--- src/rtl/mc_ctrl_pkg.sv ---
// Shared constants for the multi-cycle control unit: state codes,
// opcode / funct values the decoder recognises, and fixed ALU operations.
package mc_ctrl_pkg;

  typedef enum logic [3:0] {
    ST_FETCH    = 4'd0,
    ST_DECODE   = 4'd1,
    ST_RTYPE    = 4'd2,
    ST_RITYPE   = 4'd3,
    ST_RTYPEEND = 4'd4,
    ST_LW1      = 4'd5,
    ST_LW2      = 4'd6,
    ST_SW       = 4'd7,
    ST_JALR     = 4'd8,
    ST_BRANCH   = 4'd9,
    ST_BRANCH2  = 4'd10,
    ST_JAL      = 4'd11,
    ST_HALT     = 4'd12
  } state_e;

  // Opcode field values
  localparam int unsigned OP_RTYPE  = 0;
  localparam int unsigned OP_ITYPE  = 1;  // immediate ALU, JALR or branch by funct
  localparam int unsigned OP_ITYPE2 = 2;  // immediate ALU, load or store by funct
  localparam int unsigned OP_NOP    = 3;
  localparam int unsigned OP_JAL    = 4;

  // Funct field values with control meaning
  localparam int unsigned FN_PASS_MAX = 8;
  localparam int unsigned FN_LW       = 9;
  localparam int unsigned FN_SW       = 10;
  localparam int unsigned FN_JALR     = 11;
  localparam int unsigned FN_BR_LO    = 12;
  localparam int unsigned FN_BR_HI    = 15;

  // Fixed ALU operations
  localparam int unsigned ALU_ADD  = 0;
  localparam int unsigned ALU_SUB  = 1;
  localparam int unsigned ALU_LINK = 12;

endpackage

--- src/rtl/mc_aluop_decode.sv ---
// Maps the IR funct field onto an ALU operation for R / RI type execution.
module mc_aluop_decode
  import mc_ctrl_pkg::*;
#(
  parameter int unsigned FUNCT_W = 4,
  parameter int unsigned ALUOP_W = 4
) (
  input  logic [FUNCT_W-1:0] funct_i,
  output logic [ALUOP_W-1:0] aluop_o
);

  logic [31:0] funct_w;

  assign funct_w = 32'(funct_i);

  // Low funct values name an ALU op directly; 12 selects the link op; rest add.
  always_comb begin
    aluop_o = '0;
    if (funct_w <= FN_PASS_MAX) begin
      aluop_o = ALUOP_W'(funct_w);
    end else if (funct_w == ALU_LINK) begin
      aluop_o = ALUOP_W'(ALU_LINK);
    end
  end

endmodule

--- src/rtl/mc_control_unit.sv ---
// Multi-cycle processor control FSM with memory handshake, stall freeze,
// sticky illegal-opcode flag and retired-instruction counter.
module mc_control_unit
  import mc_ctrl_pkg::*;
#(
  parameter int unsigned OPC_W   = 3,
  parameter int unsigned FUNCT_W = 4,
  parameter int unsigned ALUOP_W = 4,
  parameter int unsigned CNT_W   = 16
) (
  input  logic               CLK,
  input  logic               Reset,
  input  logic [OPC_W-1:0]   opcode,
  input  logic [FUNCT_W-1:0] funct,
  input  logic               mem_ready,
  input  logic               stall,
  output logic               mem_req,
  output logic               Branch,
  output logic               IoD,
  output logic               IRWrite,
  output logic               Mem2Reg,
  output logic               MemR,
  output logic               MemW,
  output logic               PCSrc,
  output logic               PCWrite,
  output logic               RegWrite,
  output logic               keepALUOut,
  output logic [1:0]         ALUSrcA,
  output logic [1:0]         ALUSrcB,
  output logic [1:0]         BranchType,
  output logic [ALUOP_W-1:0] ALUOp,
  output logic [3:0]         state,
  output logic               illegal,
  output logic               instr_retired,
  output logic [CNT_W-1:0]   retired_count
);

  state_e             state_q, state_d;
  logic               illegal_q;
  logic [CNT_W-1:0]   count_q;
  logic               retire;
  logic [ALUOP_W-1:0] alu_dec;
  logic [31:0]        opc_w;
  logic [31:0]        funct_w;

  assign opc_w   = 32'(opcode);
  assign funct_w = 32'(funct);

  mc_aluop_decode #(
    .FUNCT_W (FUNCT_W),
    .ALUOP_W (ALUOP_W)
  ) u_aluop_decode (
    .funct_i (funct),
    .aluop_o (alu_dec)
  );

  // Next state, per-state datapath controls, then the stall freeze on top.
  always_comb begin
    state_d    = state_q;
    retire     = 1'b0;
    mem_req    = 1'b0;
    Branch     = 1'b0;
    IoD        = 1'b0;
    IRWrite    = 1'b0;
    Mem2Reg    = 1'b0;
    MemR       = 1'b0;
    MemW       = 1'b0;
    PCSrc      = 1'b0;
    PCWrite    = 1'b0;
    RegWrite   = 1'b0;
    keepALUOut = 1'b0;
    ALUSrcA    = 2'd0;
    ALUSrcB    = 2'd0;
    BranchType = 2'd0;
    ALUOp      = '0;

    case (state_q)
      ST_FETCH: begin
        MemR    = 1'b1;
        mem_req = 1'b1;
        ALUSrcB = 2'd1;
        ALUOp   = ALUOP_W'(ALU_ADD);
        IRWrite = mem_ready;
        PCWrite = mem_ready;
        if (mem_ready) state_d = ST_DECODE;
      end
      ST_DECODE: begin
        keepALUOut = 1'b1;
        case (opc_w)
          OP_RTYPE: state_d = ST_RTYPE;
          OP_ITYPE: begin
            if (funct_w == FN_JALR)
              state_d = ST_JALR;
            else if (funct_w >= FN_BR_LO && funct_w <= FN_BR_HI)
              state_d = ST_BRANCH;
            else
              state_d = ST_RITYPE;
          end
          OP_ITYPE2: state_d = ST_RITYPE;
          OP_NOP: begin
            state_d = ST_FETCH;
            retire  = 1'b1;
          end
          OP_JAL:  state_d = ST_JAL;
          default: state_d = ST_HALT;
        endcase
      end
      ST_RTYPE: begin
        ALUSrcA = 2'd2;
        ALUOp   = alu_dec;
        state_d = ST_RTYPEEND;
      end
      ST_RITYPE: begin
        ALUSrcA = 2'd2;
        ALUSrcB = 2'd2;
        Branch  = 1'b1;
        ALUOp   = alu_dec;
        if (funct_w == FN_LW)
          state_d = ST_LW1;
        else if (funct_w == FN_SW)
          state_d = ST_SW;
        else
          state_d = ST_RTYPEEND;
      end
      ST_RTYPEEND: begin
        RegWrite = 1'b1;
        retire   = 1'b1;
        state_d  = ST_FETCH;
      end
      ST_LW1: begin
        IoD     = 1'b1;
        MemR    = 1'b1;
        mem_req = 1'b1;
        if (mem_ready) state_d = ST_LW2;
      end
      ST_LW2: begin
        Mem2Reg  = 1'b1;
        RegWrite = 1'b1;
        retire   = 1'b1;
        state_d  = ST_FETCH;
      end
      ST_SW: begin
        IoD     = 1'b1;
        MemW    = 1'b1;
        mem_req = 1'b1;
        if (mem_ready) begin
          retire  = 1'b1;
          state_d = ST_FETCH;
        end
      end
      ST_JALR: begin
        ALUSrcA    = 2'd2;
        ALUSrcB    = 2'd2;
        PCWrite    = 1'b1;
        RegWrite   = 1'b1;
        keepALUOut = 1'b1;
        ALUOp      = ALUOP_W'(ALU_ADD);
        retire     = 1'b1;
        state_d    = ST_FETCH;
      end
      ST_BRANCH: begin
        ALUSrcB    = 2'd2;
        Branch     = 1'b1;
        BranchType = funct[1:0];
        ALUOp      = ALUOP_W'(ALU_ADD);
        state_d    = ST_BRANCH2;
      end
      ST_BRANCH2: begin
        ALUSrcA    = 2'd2;
        Branch     = 1'b1;
        BranchType = funct[1:0];
        PCSrc      = 1'b1;
        PCWrite    = 1'b1;
        ALUOp      = ALUOP_W'(ALU_SUB);
        retire     = 1'b1;
        state_d    = ST_FETCH;
      end
      ST_JAL: begin
        ALUSrcB  = 2'd2;
        PCWrite  = 1'b1;
        RegWrite = 1'b1;
        ALUOp    = ALUOP_W'(ALU_LINK);
        retire   = 1'b1;
        state_d  = ST_FETCH;
      end
      ST_HALT: state_d = ST_HALT;
      default: state_d = ST_FETCH;
    endcase

    // Freeze only applies to legal codes so a corrupted state still recovers.
    if (stall && (state_q <= ST_HALT)) begin
      state_d  = state_q;
      PCWrite  = 1'b0;
      IRWrite  = 1'b0;
      RegWrite = 1'b0;
      MemW     = 1'b0;
      retire   = 1'b0;
    end
  end

  // State, sticky illegal flag and wrapping retire counter.
  always_ff @(posedge CLK) begin
    if (Reset) begin
      state_q   <= ST_FETCH;
      illegal_q <= 1'b0;
      count_q   <= '0;
    end else begin
      state_q <= state_d;
      if (state_d == ST_HALT) illegal_q <= 1'b1;
      if (retire) count_q <= count_q + CNT_W'(1);
    end
  end

  assign state         = state_q;
  assign illegal       = illegal_q;
  assign instr_retired = retire & ~Reset;
  assign retired_count = count_q;

endmodule

--- config.mk ---
export PLATFORM = sky130hd
export DESIGN_NAME = mc_control_unit
export DESIGN_NICKNAME = d
export VERILOG_FILES = /design/src/rtl/mc_ctrl_pkg.sv /design/src/rtl/mc_aluop_decode.sv /design/src/rtl/mc_control_unit.sv
export SDC_FILE = /design/constraint.sdc
export NUM_CORES = 1
export LEC_CHECK = 0
export ABC_AREA = 1
export BUFFER_PORTS_ARGS = -buffer_cell sky130_fd_sc_hd__buf_4
export CORE_MARGIN = 5
export CORE_UTILIZATION = 36
export CTS_BUF_LIST = sky130_fd_sc_hd__clkbuf_16
export DETAILED_ROUTE_END_ITERATION = 10
export PLACE_DENSITY = 0.61
export SETUP_SLACK_MARGIN = 0.02
export SLEW_MARGIN = 0
export SYNTH_ARGS = -nofsm -noshare
export SYNTH_HDL_FRONTEND = slang
export SYNTH_SLANG_ARGS = --single-unit
--- constraint.sdc ---
create_clock -name CLK -period 2.88 [get_ports CLK]
set_input_delay 0.288 -clock CLK [delete_from_list [all_inputs] [get_ports CLK]]
set_output_delay 0.288 -clock CLK [all_outputs]
set_load 0.005 [all_outputs]
==> results.sh <==
export IMPL_cts_sinks=21
export IMPL_areaGrowthSynthToFinish_pct=30.17
export IMPL_grt_usage_pct=15.32
export IMPL_wl_met2_um=1821
export IMPL_io_pins=54
export IMPL_grt_max_degree=23
export IMPL_startpoint_type="flip-flop"
export IMPL_dr_max_layer_used="met4"
export IMPL_synth_top_area_share_pct=26.13
export IMPL_yosysWarningCount=0
export IMPL_netlist_area_um2=1609
export IMPL_layout_nets=334
export IMPL_skew_ns=0.006402
export IMPL_rsz0062_at_grt="false"
export IMPL_ys_top_cells_by_area="dfxtp_1 (26%), nand2_1 (21%), nor2_1 (7.9%)"
export IMPL_drt_iter0_drc=196
export IMPL_place_ws_ns=1.130
export IMPL_clk_latency_ns=0.26
export IMPL_cts_hold_fix_buffers=0
export IMPL_p_int_w=0.0005217
export IMPL_yosys_register_bits=21
export IMPL_timing_final_crit_share_pct=70.71
export IMPL_drtPass1Iterations=5
export IMPL_fill_cells=468
export IMPL_slew_viol_final=0
export IMPL_period_minus_slack_ns=2.036
export IMPL_dp_final_hpwl_um=3528
export IMPL_synth_top_family_by_area="simple AND/OR/NAND/NOR gates"
export IMPL_p_sw_w=0.0001789
export IMPL_syn_area_per_cell_um2=5.937
export IMPL_drive_above_1_share_pct=20.87
export IMPL_antenna_found_initial=0
export IMPL_cts_clk_slew_worst_paths_ns=0.06
export IMPL_ctsResizeCount=0
export IMPL_yosysSeqAreaShare_pct=26.13
export IMPL_hold_viol=0
export IMPL_met3_length_um=344
export IMPL_wirelength_um=4452
export IMPL_dieArea_um2=5907
export IMPL_worstSetupPathType="reg2out"
export IMPL_ant_nets=0
export IMPL_die_y_um=76.86
export IMPL_drc=0
export IMPL_finalWorstSetupSlack_ns=0.8436
export IMPL_overflow=0
export IMPL_cpPeakStageDelay_ns=0.55
export IMPL_vdd_ir_drop_worst_uv=299.3
export IMPL_seq_power_share_pct=42.7
export IMPL_ys_types=30
export IMPL_yosys_area_share_simple_pct=41.68
export IMPL_layout_commonest_cell="nand2_1"
export IMPL_port_buffers=52
export IMPL_arrival_ns=1.75
export IMPL_power_density_nw_per_um2=334.5
export IMPL_status="finished, final reports clean"
export IMPL_crit_required_ns=2.59
export IMPL_crit_path_end_kind="output pin"
export IMPL_wl_per_cell_um=11.94
export IMPL_clkPwrFrac_pct=43.2
export IMPL_die_x_um=76.86
export IMPL_p_leak_nw=1.006
export IMPL_setup_viol=0
export IMPL_layout_common_cells="nand2_1 (90), buf_4 (52), nor2_1 (34)"
export IMPL_grt_first_pass_wirelength_um=7707
export IMPL_tritoncts="yes"
export IMPL_cts_setup_buffers=0
export IMPL_cts_made_buffers=3
export IMPL_crit_fanout=17
export IMPL_yosys_area_top_type="dfxtp_1"
export IMPL_row_count=24
export IMPL_gp_congestion=0.8861
export IMPL_syn_num_nets=283
export IMPL_clockRootBuffer="clkbuf_16"
export IMPL_routed_via_density=4.796
export IMPL_cpMaxStageDelayCell="dfxtp_1"
export IMPL_vias=1789
export IMPL_hp_class="in2reg"
export IMPL_switching_share_pct=25.54
export IMPL_initial_core_util_pct=36.95
export IMPL_fin_setup_tns_ns=0
export IMPL_synth_compound_area_share_pct=14.23
export IMPL_synth_xor_area_share_pct=5.443
export IMPL_max_freq_mhz=491.1
export IMPL_comb_power_share_pct=14.1
export IMPL_core_um2=4354
export IMPL_synth_cells=271
export IMPL_ctsHtreeMaxLevel=1
export IMPL_synthAdderAreaFrac_pct=0.7776
export IMPL_grt_pass1_vias=1619
export IMPL_maxCapViolCount=0
export IMPL_diodes=0
export IMPL_wirelength_met1_um=2243
export IMPL_path_cells="nand2_1 > nor2_1 > nand2_1 > nand3_2 > nand2_4 > nor2_1 > buf_4"
export IMPL_synthMuxAreaShare_pct=0
export IMPL_cts_max_path_buffers=2
-- state kept, by name, summed over array words and instances (netlist names) --
signal and flops:
state 4, retired_count 16, illegal 1
-- cell type report --
class | instances | area [um^2] | area share, %
clock buffers | 3 | 75.07 | 3.584
well taps | 52 | 65.06 | 3.106
inverters | 34 | 132.6 | 6.332
clock inverters | 1 | 7.507 | 0.3584
multi-input cells | 210 | 1003 | 47.91
repair buffers | 52 | 390.4 | 18.64
flip-flops and latches | 21 | 420.4 | 20.07
-- synth_stat cells --
master,instances
nor2_4,2
a31oi_1,1
xor2_1,7
inv_1,31
a21oi_1,25
nand2_4,1
dfxtp_1,21
nand3b_1,1
nand3_1,13
ha_1,1
o31ai_1,2
buf_4,2
o21ai_0,10
and2_1,1
nand3_2,2
nand2_2,1
conb_1,1
o21bai_1,1
nor2_2,1
inv_6,1
xnor2_1,3
clkbuf_1,2
nor3_1,7
nand4_1,4
o21ai_4,1
nand2_1,90
nor2_1,34
buf_8,2
o32ai_1,1
inv_2,2
-- critical path, delay by kind of cell, from the launching register on --
kind	cells	cell delay, ns
buffers and inverters	1	0.12
DFF	1	0.55
and+or+nand+nor	6	0.81
-- power groups by stage --
stage               sequential, W  clock [W]  combinational, W
floorplan                0.000303          0         0.0000586
global placement         0.000305          0         0.0000994
detailed placement       0.000305          0         0.0000992
CTS                      0.000299   0.000313         0.0000995
global route             0.000299   0.000324          0.000111
finish                   0.000299   0.000303         0.0000988
-- path summary, 6_finish.rpt --
path	cells past startpoint	slack [ns]	startpoint	to
max reg2reg	8	1.17	state[0]	retired_count[11]
min reg2reg	2	0.45	illegal	illegal
min	2	0.37	Reset	retired_count[10]
max	7	0.84	state[0]	instr_retired
-- cell families after synthesis --
| logic type | after synthesis |
|---|---|
| other cells | 1 |
| fa+ha+maj | 1 |
| flops | 21 |
| xor+xnor | 10 |
| compound gates | 41 |
| simple gates | 157 |
| buf+inv | 40 |
-- metal layers --
| metal | vias to the layer above | GRT usage (%) |
|---|---|---|
| met5 | - | 0 |
| met4 | 0 | 3.147 |
| met3 | 5 | 3.981 |
| met2 | 57 | 22.07 |
| met1 | 765 | 22.69 |
| li1 | 962 | - |
-- stage by stage --
stage	std cells	instance area, um^2	hold slack (ns)	utilization, %	total power, W
after floorplan	271	1609	0.3571	-	0.0003614
after global routing	373	2095	0.3908	48.10	0.0007350
after global placement	369	2012	0.4462	46.21	0.0004049
final	373	2095	0.3730	48.10	0.0007006
after CTS	373	2095	0.3722	48.10	0.0007111
after detailed placement	369	2012	0.4563	46.21	0.0004045
Note: power is estimated with default switching activity, not from simulation.
